**src/rtl/ehr_fifo.sv**
```systemverilog
// ehr_fifo: parameterised FIFO with pipeline, bypass or conflict-free enq/deq scheduling
module ehr_fifo #(
  parameter int WIDTH = 8,
  parameter int DEPTH = 4,
  parameter int MODE = 0,
  localparam int CW = $clog2(DEPTH + 1),
  localparam int PW = (DEPTH > 1) ? $clog2(DEPTH) : 1
) (
  input  logic             clk,
  input  logic             rst,
  input  logic             enq_valid,
  input  logic [WIDTH-1:0] enq_data,
  output logic             enq_ready,
  output logic             deq_valid,
  output logic [WIDTH-1:0] deq_data,
  input  logic             deq_ready,
  input  logic             clear,
  output logic [CW-1:0]    count
);
  logic [WIDTH-1:0] mem_q [DEPTH];
  logic [PW-1:0] head_q, head_d, tail_q, tail_d;
  logic [CW-1:0] count_q, count_d;
  logic empty, full, enq_fire, deq_fire, bypass, do_enq, do_deq;

  function automatic logic [PW-1:0] nxt(input logic [PW-1:0] p);
    return (p == PW'(DEPTH - 1)) ? '0 : p + 1'b1;
  endfunction

  // handshake: MODE 0 lets enq see the deq port, MODE 1 lets deq see the enq port, MODE 2 sees registers only
  always_comb begin
    empty = rst || (count_q == '0);
    full = !rst && (count_q == CW'(DEPTH));
    deq_valid = (MODE == 1) ? (!empty || enq_valid) : !empty;
    deq_fire = deq_valid && deq_ready;
    enq_ready = (MODE == 0) ? (!full || deq_fire) : !full;
    enq_fire = enq_valid && enq_ready;
    deq_data = (MODE == 1 && empty) ? enq_data : mem_q[head_q];
    bypass = (MODE == 1) && empty && deq_fire;
  end

  // next state: deq/enq ports in mode order, clear applied last and overriding both
  always_comb begin
    do_enq = enq_fire && !bypass;
    do_deq = deq_fire && !bypass;
    head_d = clear ? '0 : (do_deq ? nxt(head_q) : head_q);
    tail_d = clear ? '0 : (do_enq ? nxt(tail_q) : tail_q);
    count_d = clear ? '0 : count_q + CW'(do_enq) - CW'(do_deq);
  end

  // pointer and occupancy registers
  always_ff @(posedge clk) begin
    if (rst) begin
      head_q <= '0;
      tail_q <= '0;
      count_q <= '0;
    end else begin
      head_q <= head_d;
      tail_q <= tail_d;
      count_q <= count_d;
    end
  end

  // storage write at the tail; contents need no reset
  always_ff @(posedge clk) begin
    if (!rst && do_enq) mem_q[tail_q] <= enq_data;
  end

  assign count = count_q;
endmodule

```
**config.mk**
```make
export PLATFORM = sky130hd
export DESIGN_NAME = ehr_fifo
export DESIGN_NICKNAME = d
export VERILOG_FILES = /design/src/rtl/ehr_fifo.sv
export SDC_FILE = /design/constraint.sdc
export NUM_CORES = 1
export LEC_CHECK = 0
export ABC_CLOCK_PERIOD_IN_PS = 3290
export CAP_MARGIN = 15
export CORE_MARGIN = 2
export CORE_UTILIZATION = 52
export CTS_CLUSTER_DIAMETER = 30
export DETAILED_ROUTE_END_ITERATION = 6
export GPL_ROUTABILITY_DRIVEN = 0
export GPL_TIMING_DRIVEN = 0
export MAX_ROUTING_LAYER = met4
export PLACE_DENSITY = 0.76
export SKIP_LAST_GASP = 1
export SYNTH_ARGS = -nofsm -noshare
export SYNTH_HDL_FRONTEND = slang
export SYNTH_SLANG_ARGS = --single-unit
```
**constraint.sdc**
```tcl
create_clock -name clk -period 3.29 [get_ports clk]
set_input_delay 0.658 -clock clk [delete_from_list [all_inputs] [get_ports clk]]
set_output_delay 0.658 -clock clk [all_outputs]
set_load 0.005 [all_outputs]
```
==> results of run 1 <==
-- registers in the layout (all words and copies together) (netlist names), named ones only --
register / flops
head_q: 2
mem_q: 32
tail_q: 2
count: 3
-- kinds of logic (layout without fill, tap and decap cells) --
logic type / Yosys count / in the layout
AO/OA/AOI/OAI: 1 / 1
XOR/XNOR: 2 / 2
adder cells (fa/ha/maj): 8 / 8
buffers and inverters: 7 / 43
flip-flops: 41 / 41
multiplexers: 11 / 11
AND/OR/NAND/NOR: 26 / 26
-- area by class of cell --
class                   instances  area share
flip-flops and latches         41       0.555
multi-input cells              48       0.237
repair buffers                 28       0.127
clock buffers                   7      0.0268
well taps                      44      0.0268
clock inverters                 1      0.0146
inverters                       4     0.00730
plain buffers                   3     0.00609
-- metrics by stage --
step,area (sq um),setup slack (ps),hold slack (ps),cells
after global placement,1950,72.4,482,164
after CTS,2060,364,518,176
after floorplan,1660,533,463,96
after detailed placement,1970,13.8,502,168
after global routing,2060,297,537,176
final,2060,365,513,176
-- worst max-delay path by stage --
| stage | from | to | slack [ps] | cells past startpoint |
|---|---|---|---|---|
| floorplan | deq_ready | count[2] | 530 | 11 |
| global placement | deq_ready | count[2] | 70 | 12 |
| detailed placement | deq_ready | count[2] | 10 | 12 |
| CTS | deq_ready | enq_ready | 360 | 4 |
| global route | deq_ready | count[2] | 300 | 12 |
| finish | deq_ready | enq_ready | 360 | 4 |
-- where the power goes --
part,switching [mW],internal (mW),total (mW)
sequential,0.00471,0.567,0.572
combinational,0.0279,0.0392,0.0671
clock,0.153,0.182,0.335
-- worst reg2reg max path: cells and delay by family, from the launching register on --
| kind | cells | cell delay, ps |
|---|---|---|
| buffers and inverters | 2 | 110 |
| and+or+nand+nor | 4 | 1050 |
| adders and majority gates | 3 | 720 |
| xor gates and xnor gates | 2 | 270 |
| DFF | 1 | 390 |
-- cell usage after synthesis, drive strengths merged --
master  number  area [sq um]
inv          4          15.0
mux2i        3          30.0
clkbuf       1          3.75
nand4        1          6.26
nor3         1          5.00
ha           7          87.6
mux4         8           180
and2         3          18.8
nor2b        2          12.5
fa           1          20.0
or2          1          6.26
or4b         1          13.8
buf          2          8.75
nand2        9          36.3
nor2         3          11.3
o21ai        1          5.00
edfxtp      32           961
dfxtp        9           180
or3          1          6.26
xnor2        2          17.5
nor3b        4          30.0
-- layer usage --
layer	wire length, um	up-vias	part of all wire
met1	1280	445	0.45
li1	-	426	-
met5	0	-	0
met3	112	4	0.039
met2	1420	17	0.50
met4	36	0	0.013
==> results by group, run 1 <==
Timing
  – Setup TNS Final: 0 ps
  – Clk_skew: 9.98 ps
  – Final hold viol count: 0
  – RSZ-0062 raised after global routing: false
  – Final Slew Violations: 0
  – Final period util: 0.889
  – Fin crit period: 2930 ps
  – Max transition margin: 0.632
  – F_max: around 340 MHz
  – Slew @ Worst Pin: 551 ps
  – Final setup violating endpoints: 0

Route
  – First-pass iteration count of the detailed router: 2
  – Via/cell ratio: 5.07
  – Via count: 892
  – Drt drc: 0
  – Antenna Nets Post-Route: 0
  – WL final: ~2800 um
  – WL/cell: 16.2 um
  – Initial DRC Count: 23

Critical path
  – Max stage delay cell, worst path: or4b_4
  – Worst r2r path cells: 11
  – CP endpoint kind: primary output
  – Worst path bufs/invs: 2
  – Critical path type: primary input to primary output
  – CP Launch Type: primary input
  – Reg-to-Reg Start: count[1]
  – Crit-path max FO: 2
  – Setup slack, reg-to-reg: 660 ps
  – Top Family by Delay on Critical Path: buffers and inverters
  – Crit-path most repeated cell: clkdlybuf4s50_1
  – Critical Path RT: between 2000 and 3000 ps
  – Critical Path Max Stage Delay: 490 ps
  – Worst-path cell chain: clkdlybuf4s50_1 -> or4b_4 -> or2_1 -> clkdlybuf4s50_1
  – Reg-to-Reg End: count[2]
  – Arr. time, crit path: ~2300 ps

Clock network
  – Post_cts resized: 0
  – TritonCTS clock tree: yes
  – Clock Path Buffers: 2
  – Clk Latency, worst-skew pair: between 300 and 400 ps
  – H-Tree Level Count: 2
  – Cts hold-fix bufs: 0
  – CTS clk-pin slew, worst paths: 110 ps
  – Num CTS Buffers: 5
  – Postcts setup bufs: 0
  – Clock tree sinks: 41
  – Buffer type at the clock tree root: clkbuf_4

Place
  – Number of I/O port buffers: 24
  – DP Wirelength: 2100 um

Min path
  – Min-delay src: tail_q[1]
  – Min-Delay Path Class: flip-flop to flip-flop
  – Hold EP: tail_q[1]
  – WHS Path Cells: 2

Final layout
  – Final nets: 152
  – Sequential cell area: 0.00114 sq mm
  – Commonest non-fill, non-tap cell in the layout: edfxtp_1
  – P&R area growth vs syn: 24.2%
  – Most frequent cells in the layout: edfxtp_1, clkdlybuf4s50_1, dfxtp_1
  – Share of layout cells above drive strength 1: 0.167
  – ANT cells: 0
  – Area occupied by multi-input gates: 487 sq um
  – Fin util: 0.673
  – Fill cell count: 238

Yosys
  – XOR/XNOR Fraction of Synth Area: 0.0106
  – Distinct cell type count after synthesis: 23
  – Sequential area share after synthesis: 0.689
  – Largest family of logic cells by synthesized area: multiplexers
  – Multiplexer share of the synthesized area: 0.127
  – Simple-gate share of the synthesized area: 0.0884
  – Syn avg cell area: 17.2 sq um
  – Synth Warn #: 0
  – Post-Synthesis Cells: 96
  – Syn_nets: between 100 and 150
  – Fraction of the mapped netlist area in adder cells: 0.0650
  – Mapped Area: 0.00166 sq mm
  – Flops & latches, synth: 41
  – Synth Area in Compound Gates: 0.00302

Floorplan
  – Ports: 26
  – Num rows: 20
  – Die H: 60.4 um
  – Die width: 60.4 um
  – Core Area: approximately 0.0031 sq mm
  – Initial Utilization: 0.542
  – DIE AREA: 0.00365 sq mm

Global route
  – Initial antenna violation count: 0
  – Pin count of the biggest net entering global routing: 13
  – First-pass GRT wire length: 4320 um
  – Met3 usage: 0.0576
  – Global-route usage over all layers: 0.182
  – Vias in the first global route: 902
  – Global Route met2 Usage: 0.280
  – GR Util met1: 0.221
  – Gr busiest metal: met2
  – GRT Residual Overflow: 0

Power
  – Pwr Density: roughly 470 mW/mm^2
  – Lkg Pwr: 0.712 nW
  – Total power: 974 uW
  – VDD IR max: about 0.31 mV

Flow run
  – MaxCap Viol Count: 0

Outcome
  – Status: complete, no violations
(Power assumes the default switching activity.)
==> run 2, diff against run 1 <==
SETUP_SLACK_MARGIN = 0.15   (was not set)
==> results of run 2 <==
The final DEF is identical to that of run 1; final timing and power are the same.
